--- src/rtl/otter_mem_pkg.sv ---
// Shared types and helpers for the OTTER memory interface stage.
package otter_mem_pkg;

  typedef enum logic {IDLE, BUS} state_e;

  typedef enum logic [1:0] {OP_FETCH, OP_LOAD, OP_STORE} op_e;

  localparam logic [2:0]  F_B  = 3'b000;
  localparam logic [2:0]  F_H  = 3'b001;
  localparam logic [2:0]  F_W  = 3'b010;
  localparam logic [2:0]  F_BU = 3'b100;
  localparam logic [2:0]  F_HU = 3'b101;

  localparam logic [31:0] NOP_INSTR = 32'h00000013;

  function automatic logic func_ok(input logic [2:0] f);
    return (f == F_B) || (f == F_H) || (f == F_W) || (f == F_BU) || (f == F_HU);
  endfunction

  // Natural alignment of the access size encoded in f[1:0].
  function automatic logic aligned(input logic [2:0] f, input logic [1:0] o);
    case (f[1:0])
      2'b00:   return 1'b1;
      2'b01:   return ~o[0];
      2'b10:   return (o == 2'b00);
      default: return 1'b0;
    endcase
  endfunction

endpackage

--- src/rtl/otter_load_ext.sv ---
// Load lane select and sign/zero extension; purely combinational.
module otter_load_ext
  import otter_mem_pkg::*;
(
  input  logic [31:0] word,
  input  logic [1:0]  offset,
  input  logic [2:0]  func,
  output logic [31:0] result
);

  logic [31:0] sh;

  always_comb begin
    sh = word >> {offset, 3'b000};
    case (func)
      F_B:     result = {{24{sh[7]}}, sh[7:0]};
      F_BU:    result = {24'h000000, sh[7:0]};
      F_H:     result = {{16{sh[15]}}, sh[15:0]};
      F_HU:    result = {16'h0000, sh[15:0]};
      default: result = sh;
    endcase
  end

endmodule

--- src/rtl/otter_mem_if.sv ---
// Memory interface stage behind the OTTER CU: one req/ack bus transaction at a time,
// returns registered ir / extended load data, stalls the CU via busy.
module otter_mem_if
  import otter_mem_pkg::*;
#(
  parameter int ADDR_W  = 32,
  parameter int DATA_W  = 32,
  parameter int TIMEOUT = 255
) (
  input  logic              clk,
  input  logic              rst,
  input  logic              mem_read1,
  input  logic              mem_read2,
  input  logic              mem_write,
  input  logic [ADDR_W-1:0] pc,
  input  logic [ADDR_W-1:0] daddr,
  input  logic [2:0]        func,
  input  logic [DATA_W-1:0] wdata,
  output logic [DATA_W-1:0] ir,
  output logic [DATA_W-1:0] rdata,
  output logic              busy,
  output logic              err,
  output logic              bus_req,
  output logic              bus_we,
  output logic [ADDR_W-1:0] bus_addr,
  output logic [3:0]        bus_be,
  output logic [DATA_W-1:0] bus_wdata,
  input  logic              bus_ack,
  input  logic [DATA_W-1:0] bus_rdata
);

  localparam int CNT_W = $clog2(TIMEOUT + 1);

  state_e            state_q, state_d;
  op_e               op_q, op_d, sel_op;
  logic [2:0]        func_q, func_d;
  logic [1:0]        off_q, off_d;
  logic [CNT_W-1:0]  cnt_q, cnt_d;
  logic [DATA_W-1:0] ir_q, ir_d, rdata_q, rdata_d, wdata_q, wdata_d;
  logic              err_q, err_d, req_q, req_d, we_q, we_d;
  logic [ADDR_W-1:0] addr_q, addr_d, sel_addr;
  logic [3:0]        be_q, be_d, st_be;
  logic [DATA_W-1:0] st_wdata, ld_res;
  logic              any_strobe, legal;

  otter_load_ext u_ext (
    .word   (bus_rdata),
    .offset (off_q),
    .func   (func_q),
    .result (ld_res)
  );

  always_comb begin
    any_strobe = mem_write | mem_read2 | mem_read1;
    if (mem_write)      sel_op = OP_STORE;
    else if (mem_read2) sel_op = OP_LOAD;
    else                sel_op = OP_FETCH;
    sel_addr = (sel_op == OP_FETCH) ? pc : daddr;
    legal    = (sel_op == OP_FETCH) ? (pc[1:0] == 2'b00)
                                    : (func_ok(func) && aligned(func, daddr[1:0]));
    busy     = (state_q == BUS) || (any_strobe && legal);

    case (func[1:0])
      2'b00: begin
        st_be    = 4'b0001 << daddr[1:0];
        st_wdata = {4{wdata[7:0]}};
      end
      2'b01: begin
        st_be    = 4'b0011 << daddr[1:0];
        st_wdata = {2{wdata[15:0]}};
      end
      default: begin
        st_be    = 4'b1111;
        st_wdata = wdata;
      end
    endcase
  end

  always_comb begin
    state_d = state_q;
    op_d    = op_q;
    func_d  = func_q;
    off_d   = off_q;
    cnt_d   = cnt_q;
    ir_d    = ir_q;
    rdata_d = rdata_q;
    err_d   = err_q;
    req_d   = req_q;
    we_d    = we_q;
    addr_d  = addr_q;
    be_d    = be_q;
    wdata_d = wdata_q;
    case (state_q)
      IDLE: begin
        if (any_strobe && legal) begin
          state_d = BUS;
          req_d   = 1'b1;
          op_d    = sel_op;
          func_d  = func;
          off_d   = daddr[1:0];
          cnt_d   = '0;
          addr_d  = {sel_addr[ADDR_W-1:2], 2'b00};
          we_d    = (sel_op == OP_STORE);
          be_d    = (sel_op == OP_STORE) ? st_be : 4'b1111;
          wdata_d = (sel_op == OP_STORE) ? st_wdata : '0;
        end else if (any_strobe) begin
          err_d = 1'b1;
        end
      end
      BUS: begin
        if (bus_ack) begin
          state_d = IDLE;
          req_d   = 1'b0;
          cnt_d   = '0;
          if (op_q == OP_FETCH) ir_d = bus_rdata;
          if (op_q == OP_LOAD)  rdata_d = ld_res;
        end else if (cnt_q == CNT_W'(TIMEOUT - 1)) begin
          // This is the TIMEOUT-th BUS cycle without an ack: abort.
          state_d = IDLE;
          req_d   = 1'b0;
          cnt_d   = '0;
          err_d   = 1'b1;
          if (op_q == OP_FETCH) ir_d = NOP_INSTR;
          if (op_q == OP_LOAD)  rdata_d = '0;
        end else begin
          cnt_d = cnt_q + CNT_W'(1);
        end
      end
      default: state_d = IDLE;
    endcase
  end

  always_ff @(posedge clk or posedge rst) begin
    if (rst) begin
      state_q <= IDLE;
      op_q    <= OP_FETCH;
      func_q  <= 3'b000;
      off_q   <= 2'b00;
      cnt_q   <= '0;
      ir_q    <= NOP_INSTR;
      rdata_q <= '0;
      err_q   <= 1'b0;
      req_q   <= 1'b0;
      we_q    <= 1'b0;
      addr_q  <= '0;
      be_q    <= 4'b0000;
      wdata_q <= '0;
    end else begin
      state_q <= state_d;
      op_q    <= op_d;
      func_q  <= func_d;
      off_q   <= off_d;
      cnt_q   <= cnt_d;
      ir_q    <= ir_d;
      rdata_q <= rdata_d;
      err_q   <= err_d;
      req_q   <= req_d;
      we_q    <= we_d;
      addr_q  <= addr_d;
      be_q    <= be_d;
      wdata_q <= wdata_d;
    end
  end

  assign ir        = ir_q;
  assign rdata     = rdata_q;
  assign err       = err_q;
  assign bus_req   = req_q;
  assign bus_we    = we_q;
  assign bus_addr  = addr_q;
  assign bus_be    = be_q;
  assign bus_wdata = wdata_q;

endmodule

--- config.mk ---
export PLATFORM = sky130hd
export DESIGN_NAME = otter_mem_if
export DESIGN_NICKNAME = d
export VERILOG_FILES = /design/src/rtl/otter_mem_pkg.sv /design/src/rtl/otter_load_ext.sv /design/src/rtl/otter_mem_if.sv
export SDC_FILE = /design/constraint.sdc
export NUM_CORES = 1
export LEC_CHECK = 0
export CAP_MARGIN = 30
export CORE_MARGIN = 5
export CORE_UTILIZATION = 41
export CTS_CLUSTER_SIZE = 12
export DETAILED_ROUTE_END_ITERATION = 12
export PLACE_DENSITY = 0.82
export SYNTH_ARGS = -nofsm -noshare
export SYNTH_HDL_FRONTEND = slang
export SYNTH_SLANG_ARGS = --single-unit
--- constraint.sdc ---
create_clock -name clk -period 5.5 [get_ports clk]
set_clock_uncertainty 0.1 [all_clocks]
set_input_delay 1.375 -clock clk [delete_from_list [all_inputs] [get_ports clk]]
set_output_delay 1.375 -clock clk [all_outputs]
set_load 0.01 [all_outputs]
==> run_results.csv, run 1 <==
group,metric,value,unit
outcome,status,"completed",
worst_setup_path,cp_max_fo,7,
sta,slew_headroom,0.382,
worst_setup_path,slowest_stage,"clkdlybuf4s50_1",
worst_setup_path,critPathLaunchType,"input pin",
placed_design,globalplace.congestion,0.878,
synthesis,synth_seq_area_share,0.506,
cells_and_area,n_fill_cell,1430,
routing,via_per_inst,5.37,
global_routing,grt_usage,0.221,
clock_network,cts.reportedPaths.clkPinSlew,60,ps
cells_and_area,layout_common_cells,"clkdlybuf4s50_1, dfrtp_1, mux2_2",
synthesis,synthFlopType,"dfrtp_1",
global_routing,grt_max_degree,97,
cells_and_area,nets,1020,
sta,holdWs,385,ps
routing,wire_per_inst,20.5,um
worst_setup_path,critical_path_class,"in -> out",
sta,hold_viol,0,
placed_design,hpwl,17300,um
placed_design,post_dp_cell_area,0.0103,mm^2
floorplan,die_x,144,um
routing,initialDrtViolationCount,419,
cells_and_area,antenna_cells,0,
sta,period_minus_slack,4910,ps
clock_network,cts_buffer_depth,2,
routing,via_count,6036,
sta,period_share,0.892,
worst_setup_path,critPathMaxStageDelay,580,ps
placed_design,place_ws,600,ps
floorplan,die-area,0.0208,mm^2
clock_network,cts_buffers,17,
synthesis,synth.distinct_cells,55,
clock_network,cts_tree,"done",
clock_network,insertion_delay,420,ps
floorplan,design.portCount,273,
sta,rsz0062_at_grt,"no",
synthesis,yosys_register_bits,149,
clock_network,cts_resized,0,
job,cap_viol_max_count,0,
routing,wl,23000,um
global_routing,overflow,0,
routing,antenna_left,0,
cells_and_area,fin_util,0.616,
synthesis,syn_area,0.00737,mm^2
clock_network,cts_max_level,4,
global_routing,grt_pass1_vias,6136,
clock_network,cts_root_buf,"clkbuf_16",
routing,drc,0,
sta,tns,0,ps
sta,worst_slew_pin_slew,927,ps
placed_design,dp.cells,1090,
worst_setup_path,crit_chain,"clkdlybuf4s50_1 -> a21oi_1 -> o22ai_1 -> and2_1 -> inv_1 -> clkdlybuf4s50_1",
cells_and_area,mostFrequentLayoutCell,"clkdlybuf4s50_1",
power_and_ir_drop,fin_total_pwr,4.88,mW
floorplan,die_y,144,um
synthesis,synth-edff-count,0,
global_routing,antenna_found_initial,0,
sta,fin_ws,593,ps
power_and_ir_drop,peakVddDrop,0.215,mV
cells_and_area,finalNonFillerCells,1123,
floorplan,rows,49,
clock_network,holdBufCountCts,0,
floorplan,start_util,0.413,
synthesis,postSynth.asyncResetShare,1.00,
placed_design,io_buffer_count,270,
clock_network,clock-sinks,149,
power_and_ir_drop,p_leak,4.65,nW
hold_path,hold_class,"reg -> reg",
sta,drv_slew,0,
synthesis,yosysWarnings,0,
sta,setup_viol,0,
routing,drtPass1Iterations,5,
worst_setup_path,cp_data_required_time,4030,ps
worst_setup_path,path_common_cell,"clkdlybuf4s50_1",
cells_and_area,syn_to_final_growth,49.2,%
cells_and_area,final_area,0.0110,mm^2
cells_and_area,register_area,0.00373,mm^2
sta,timing.fmax,204,MHz
worst_setup_path,cp.arrival,3430,ps
clock_network,postCtsSetupBuffers,0,
worst_setup_path,crit_path_end_kind,"output pin",
floorplan,core-area,0.0178,mm^2
cells_and_area,drive_gt1_frac,0.209,
synthesis,avgSynthCellArea,11.8,um^2
cells_and_area,multi_input_area,0.00334,mm^2
synthesis,synthCells,624,
global_routing,grt_first_pass_wirelength,35000,um
power_and_ir_drop,power_density,444,mW/mm^2
flip-flops by register name, summed over array words and instances, names as in the netlist:
register and count:
bus_wdata 32, ir 32, rdata 32, bus_addr 30, cnt_q 8, bus_be 4, func_q 3, off_q 2
op_q 2, bus_req 1, bus_we 1, err 1, state_q 1
final timing paths:
kind                                from         to  slack, ps  cells after the start
worst max-delay path            daddr[0]       busy        590                      6
worst min-delay path                 err        err        380                      1
worst max register to register   state_q  rdata[25]       2900                      4
worst min register to register       err        err        380                      1
max in group asynchronous            rst    op_q[0]       2920                      3
min in group asynchronous            rst  rdata[25]       1430                      2
critical path: cells and delay by family:
kind            cells  cell delay [ps]
compound gates      2              540
buf+inv             3             1130
simple gates        1              380
Yosys cell counts, types with 6 or more instances:
cell type | count | share of area
a211o_2 | 6 | 0.0081
a21bo_2 | 29 | 0.039
a21boi_0 | 8 | 0.0081
a21oi_1 | 7 | 0.0048
a221o_1 | 7 | 0.0095
a221oi_1 | 7 | 0.0083
a32o_1 | 7 | 0.0095
buf_2 | 17 | 0.012
clkbuf_1 | 22 | 0.011
dfrtp_1 | 146 | 0.50
inv_1 | 25 | 0.013
mux2_2 | 95 | 0.15
mux2i_1 | 45 | 0.061
nand2_1 | 42 | 0.021
nand3_1 | 38 | 0.026
nor2_1 | 17 | 0.0087
nor2b_1 | 11 | 0.0093
o211ai_1 | 12 | 0.012
o21ai_0 | 13 | 0.0088
o2bb2ai_1 | 12 | 0.014
report_power, final:
group	total, mW	internal (mW)	leakage, nW	switching, mW
Combinational	1.83	1.09	2.46	0.741
Sequential	1.70	1.48	1.85	0.228
Clock	1.35	0.890	0.330	0.463
cell families (layout without fill, tap and decap cells):
kind of cell / after synthesis / count (layout) / synth area share
other: 1 / 2 / 0.000509
adders and majority gates: 2 / 2 / 0.00339
DFF: 149 / 149 / 0.506
AOI/OAI and AO/OA: 130 / 130 / 0.152
and+or+nand+nor: 125 / 125 / 0.0818
buffers and inverters: 73 / 342 / 0.0431
xor gates and xnor gates: 3 / 3 / 0.00356
muxes: 141 / 141 / 0.210
area by class of cell:
class | instances | area share
Timing Repair Buffer | 284 | 0.258
Clock buffer | 21 | 0.0428
Multi-Input combinational cell | 403 | 0.304
Sequential cell | 149 | 0.339
Inverter | 26 | 0.00933
Clock inverter | 11 | 0.0201
Tap cell | 229 | 0.0261
layer usage:
layer / GRT usage / vias to the layer above / part of all wire
met1: 0.282 / 2988 / 0.40
met4: 0.110 / 0 / 0.045
met2: 0.349 / 216 / 0.49
li1: - / 2777 / -
met3: 0.0572 / 55 / 0.064
met5: 0 / - / 0
Power figures use the tool's default switching activity.
==> inputs of run 2 (changes only) <==
--- a/config.mk
+++ b/config.mk
@@ -10,6 +10,7 @@
 export CORE_UTILIZATION = 41
 export CTS_CLUSTER_SIZE = 12
 export DETAILED_ROUTE_END_ITERATION = 12
+export MAX_ROUTING_LAYER = met4
 export PLACE_DENSITY = 0.82
 export SYNTH_ARGS = -nofsm -noshare
 export SYNTH_HDL_FRONTEND = slang
==> run 2 against run 1 <==
Against the previous run:
- register-to-register slack improved by 30 ps
- die area did not move
- final cell count did not move
- critical endpoint unchanged
- count of clock-buffer cells in the layout decreased by 1
- combinational power is essentially flat
- sequential cell count is the same
- clock power fell by 16%
==> run_results.csv, run 2 (synthesis results as in run 1) <==
group,metric,value,unit
outcome,status,"completed",
cells_and_area,n_fill_cell,1468,
global_routing,grt_first_pass_wirelength,34500,um
sta,tns,0,ps
power_and_ir_drop,switching_share,0.305,
routing,drtPass1Iterations,4,
sta,timing.fmax,203,MHz
cells_and_area,register_area,0.00373,mm^2
hold_path,hold_class,"reg -> reg",
clock_network,holdBufCountCts,0,
cells_and_area,final_area,0.0108,mm^2
worst_setup_path,r2r_slack,2930,ps
power_and_ir_drop,p_leak,4.57,nW
placed_design,io_buffer_count,270,
power_and_ir_drop,intPower,3.24,mW
sta,hold_viol,0,
clock_network,cts_root_buf,"clkbuf_16",
power_and_ir_drop,p_clk_frac,0.244,
worst_setup_path,cp_max_fo,7,
cells_and_area,mostFrequentLayoutCell,"clkdlybuf4s50_1",
power_and_ir_drop,p_switching,1.42,mW
cells_and_area,finalNonFillerCells,1123,
sta,rsz0062_at_grt,"no",
floorplan,design.portCount,273,
power_and_ir_drop,power_density,430,mW/mm^2
floorplan,core-area,0.0178,mm^2
floorplan,rows,49,
floorplan,start_util,0.413,
clock_network,postCtsSetupBuffers,0,
placed_design,dp.cells,1090,
job,cap_viol_max_count,0,
placed_design,hpwl,17400,um
sta,fin_ws,584,ps
routing,antenna_left,0,
floorplan,die_y,144,um
clock_network,cts_tree,"done",
cells_and_area,multi_input_area,0.00334,mm^2
clock_network,cts_max_level,4,
power_and_ir_drop,pwr-share-seq,0.366,
worst_setup_path,cp.arrival,3440,ps
sta,slew_headroom,0.358,
global_routing,grt_max_degree,81,
power_and_ir_drop,peakVddDrop,0.226,mV
clock_network,cts_buffer_depth,2,
sta,drv_slew,0,
power_and_ir_drop,p_comb_frac,0.390,
global_routing,grt_pass1_vias,6139,
worst_setup_path,critPathLaunchType,"input pin",
global_routing,grt_usage,0.225,
floorplan,die_x,144,um
sta,worst_slew_pin_slew,960,ps
cells_and_area,drive_gt1_frac,0.207,
placed_design,place_ws,567,ps
routing,drc,0,
clock_network,insertion_delay,420,ps
clock_network,cts.reportedPaths.clkPinSlew,60,ps
placed_design,globalplace.congestion,0.878,
worst_setup_path,cp_data_required_time,4030,ps
cells_and_area,syn_to_final_growth,47.1,%
routing,initialDrtViolationCount,412,
floorplan,die-area,0.0208,mm^2
sta,period_share,0.894,
cells_and_area,layout_common_cells,"clkdlybuf4s50_1, dfrtp_1, mux2_2",
routing,wl,22800,um
power_and_ir_drop,fin_total_pwr,4.66,mW
worst_setup_path,crit_path_end_kind,"output pin",
routing,via_count,5952,
sta,period_minus_slack,4920,ps
sta,setup_viol,0,
global_routing,antenna_found_initial,0,
routing,via_per_inst,5.30,
routing,wire_per_inst,20.3,um
placed_design,post_dp_cell_area,0.0103,mm^2
worst_setup_path,critical_path_class,"in -> out",
global_routing,overflow,0,
clock_network,cts_buffers,17,
cells_and_area,nets,1019,
clock_network,clock-sinks,149,
clock_network,cts_resized,0,
## run 2: cell types whose count changed in the layout (fill, tap and decap cells not counted)
cell | before | now
buf_12 | 1 | 0
diode_2 | 0 | 1
bufinv_16 | 6 | 2
clkinv_2 | 0 | 3
clkbuf_8 | 3 | 1
buf_16 | 1 | 0
inv_6 | 1 | 2
clkinvlp_4 | 2 | 5
clkbuf_1 | 1 | 2
buf_4 | 12 | 13
clkinv_4 | 3 | 1
## run 2: power groups by stage
stage                     sequential (mW)  clock, mW  combinational [mW]
after floorplan                      1.85          0               0.649
after global placement               1.71          0                1.81
final                                1.71       1.14                1.82
after global routing                 1.76       1.20                1.94
after CTS                            1.71       1.16                1.84
after detailed placement             1.72          0                1.83
## run 2: area by class of cell
cell class / count / area share
tap: 229 / 0.0264
inverter: 26 / 0.00946
clock inverter: 12 / 0.0120
sequential: 149 / 0.344
timing repair buffer: 283 / 0.258
antenna: 1 / 0.000231
multi-input combinational: 403 / 0.308
clock buffer: 20 / 0.0412
## run 2: worst paths after layout
| path | end | from | cells after the start |
|---|---|---|---|
| worst max-delay path | busy | daddr[0] | 6 |
| min in group asynchronous | rdata[9] | rst | 2 |
| worst min-delay path | ir[25] | ir[25] | 1 |
| max in group asynchronous | rdata[16] | rst | 3 |
| worst max register to register | rdata[24] | off_q[0] | 5 |
| worst min register to register | ir[25] | ir[25] | 1 |
## run 2: routing by layer
metal,vias to the layer above,wire length [um],part of all wire,GRT usage
met5,-,0,0,-
met4,0,905,0.040,0.102
met3,50,1300,0.057,0.0499
met2,199,11300,0.49,0.351
met1,2923,9340,0.41,0.280
li1,2780,-,-,-
## run 2: worst max-delay path: stages
cell	delay, ps
clkdlybuf4s50_1	590
a21oi_1	120
o22ai_1	420
and2_1	390
inv_1	70
clkdlybuf4s50_1	480
## run 2: per-stage QoR
| step | hold slack, ps | utilization |
|---|---|---|
| floorplan | 397 | - |
| global placement | 363 | 0.575 |
| CTS | 390 | 0.608 |
| detailed placement | 377 | 0.575 |
| finish | 390 | 0.608 |
| global route | 407 | 0.608 |
==> inputs of run 3 (changes only) <==
--- a/config.mk
+++ b/config.mk
@@ -7,11 +7,11 @@
 export LEC_CHECK = 0
 export CAP_MARGIN = 30
 export CORE_MARGIN = 5
-export CORE_UTILIZATION = 41
+export CORE_UTILIZATION = 42
 export CTS_CLUSTER_SIZE = 12
 export DETAILED_ROUTE_END_ITERATION = 12
 export MAX_ROUTING_LAYER = met4
-export PLACE_DENSITY = 0.82
+export PLACE_DENSITY = 0.8
 export SYNTH_ARGS = -nofsm -noshare
 export SYNTH_HDL_FRONTEND = slang
 export SYNTH_SLANG_ARGS = --single-unit
==> constraint.sdc (replaced) <==
create_clock -name clk -period 5.55 [get_ports clk]
set_clock_uncertainty 0.1 [all_clocks]
set_input_delay 1.3875 -clock clk [delete_from_list [all_inputs] [get_ports clk]]
set_output_delay 1.3875 -clock clk [all_outputs]
set_load 0.01 [all_outputs]
==> run 3 against run 2 <==
Against the previous run:
- wire length down 0.68%
- power grew 0.92%
- via count grew 0.39%
- final area rose by 0.90%
- sequential share of layout area shrank 0.31 points
- largest cell class unchanged
- global-route usage up 0.19 points
- combinational power hardly changed
- register-to-register slack better by 100 ps
- largest power group unchanged
- setup slack worse by 90 ps
- first-iteration DRC count is 9.7% lower
- sequential cell count unchanged
==> run_results.csv, run 3 (synthesis results as in run 1) <==
group,metric,value,unit
sta,period_share,0.911,
routing,initialDrtViolationCount,372,
global_routing,overflow,0,
sta,tns,0,ps
routing,via_count,5975,
job,cap_viol_max_count,0,
routing,antenna_left,0,
worst_setup_path,crit_path_end_kind,"output pin",
clock_network,cts_buffers,17,
worst_setup_path,critical_path_class,"in -> out",
power_and_ir_drop,power_density,430,mW/mm^2
floorplan,start_util,0.428,
placed_design,globalplace.congestion,0.879,
sta,drv_slew,0,
outcome,status,"completed",
sta,worst_slew_pin_slew,877,ps
sta,slew_headroom,0.415,
power_and_ir_drop,p_leak,4.61,nW
cells_and_area,antenna_cells,0,
routing,wire_per_inst,20.3,um
clock_network,cts_resized,0,
floorplan,core-area,0.0172,mm^2
worst_setup_path,cp_max_fo,14,
clock_network,postCtsSetupBuffers,0,
cells_and_area,drive_gt1_frac,0.209,
floorplan,die_y,142,um
power_and_ir_drop,peakVddDrop,0.249,mV
cells_and_area,layout_common_cells,"clkdlybuf4s50_1, dfrtp_1, mux2_2",
cells_and_area,nets,1019,
global_routing,grt_pass1_vias,6124,
clock_network,cts.reportedPaths.clkPinSlew,60,ps
clock_network,cts_buffer_depth,2,
sta,rsz0062_at_grt,"no",
worst_setup_path,cp_data_required_time,4060,ps
sta,setup_viol,0,
sta,period_minus_slack,5060,ps
global_routing,grt_usage,0.227,
placed_design,hpwl,17100,um
floorplan,design.portCount,273,
cells_and_area,finalNonFillerCells,1118,
floorplan,die-area,0.0203,mm^2
clock_network,cts_max_level,4,
placed_design,dp.cells,1085,
cells_and_area,mostFrequentLayoutCell,"clkdlybuf4s50_1",
sta,hold_viol,0,
routing,wl,22700,um
cells_and_area,syn_to_final_growth,48.4,%
hold_path,hold_class,"reg -> reg",
clock_network,holdBufCountCts,0,
clock_network,cts_root_buf,"clkbuf_16",
worst_setup_path,cp.arrival,3570,ps
clock_network,clock-sinks,149,
sta,timing.fmax,198,MHz
floorplan,rows,48,
routing,via_per_inst,5.34,
global_routing,grt_max_degree,78,
routing,drtPass1Iterations,5,
global_routing,grt_first_pass_wirelength,34600,um
clock_network,cts_tree,"done",
clock_network,insertion_delay,420,ps
worst_setup_path,critPathLaunchType,"input pin",
global_routing,antenna_found_initial,0,
routing,drc,0,
placed_design,io_buffer_count,270,
floorplan,die_x,142,um
==> run 3: report_power, final <==
group          leakage (nW)  internal [mW]  total, mW  switching, mW
Sequential             1.85           1.46       1.70          0.241
Clock                 0.289          0.724       1.19          0.471
Combinational          2.47           1.08       1.80          0.725
Total                  4.61           3.26       4.70           1.44
==> run 3: metal layers <==
layer	vias up	GRT usage	routed length, um
met3	26	0.0494	1390
met2	219	0.368	11400
met1	2944	0.284	9370
met4	0	0.0715	452
li1	2786	-	-
met5	-	-	0
==> run 3: layout make-up <==
| cell class | instances | area (um^2) |
|---|---|---|
| clock buffers | 18 | 439 |
| clock inverters | 14 | 178 |
| fillers | 1350 | 6300 |
| inverters | 26 | 103 |
| multi-input cells | 403 | 3340 |
| flip-flops and latches | 149 | 3730 |
| well taps | 225 | 282 |
| repair buffers | 283 | 2870 |
==> run 3: worst max-delay path, cell delays in order <==
cell             delay (ps)
clkdlybuf4s50_1         680
o22ai_1                 570
and2_1                  370
inv_1                    80
clkdlybuf4s50_1         480
==> run 3: per-stage QoR <==
step / setup slack, ps / hold slack [ps] / power (mW) / utilization / instance area [um^2]
detailed placement: 511 / 375 / 3.53 / 0.597 / 10300
finish: 494 / 385 / 4.70 / 0.635 / 10900
global route: 373 / 405 / 4.93 / 0.635 / 10900
floorplan: 59.4 / 397 / 2.48 / - / 7380
global placement: 552 / 369 / 3.49 / 0.596 / 10300
CTS: 501 / 389 / 4.74 / 0.633 / 10900
==> run 3: final timing paths <==
| check | from | endpoint | slack [ps] | depth (start not counted) |
|---|---|---|---|---|
| worst max-delay path | mem_write | busy | 490 | 5 |
| worst min-delay path | ir[8] | ir[8] | 390 | 1 |
| worst max register to register | state_q | rdata[24] | 3030 | 4 |
| worst min register to register | ir[8] | ir[8] | 390 | 1 |
| max in group asynchronous | rst | ir[1] | 3410 | 3 |
| min in group asynchronous | rst | rdata[21] | 1230 | 2 |
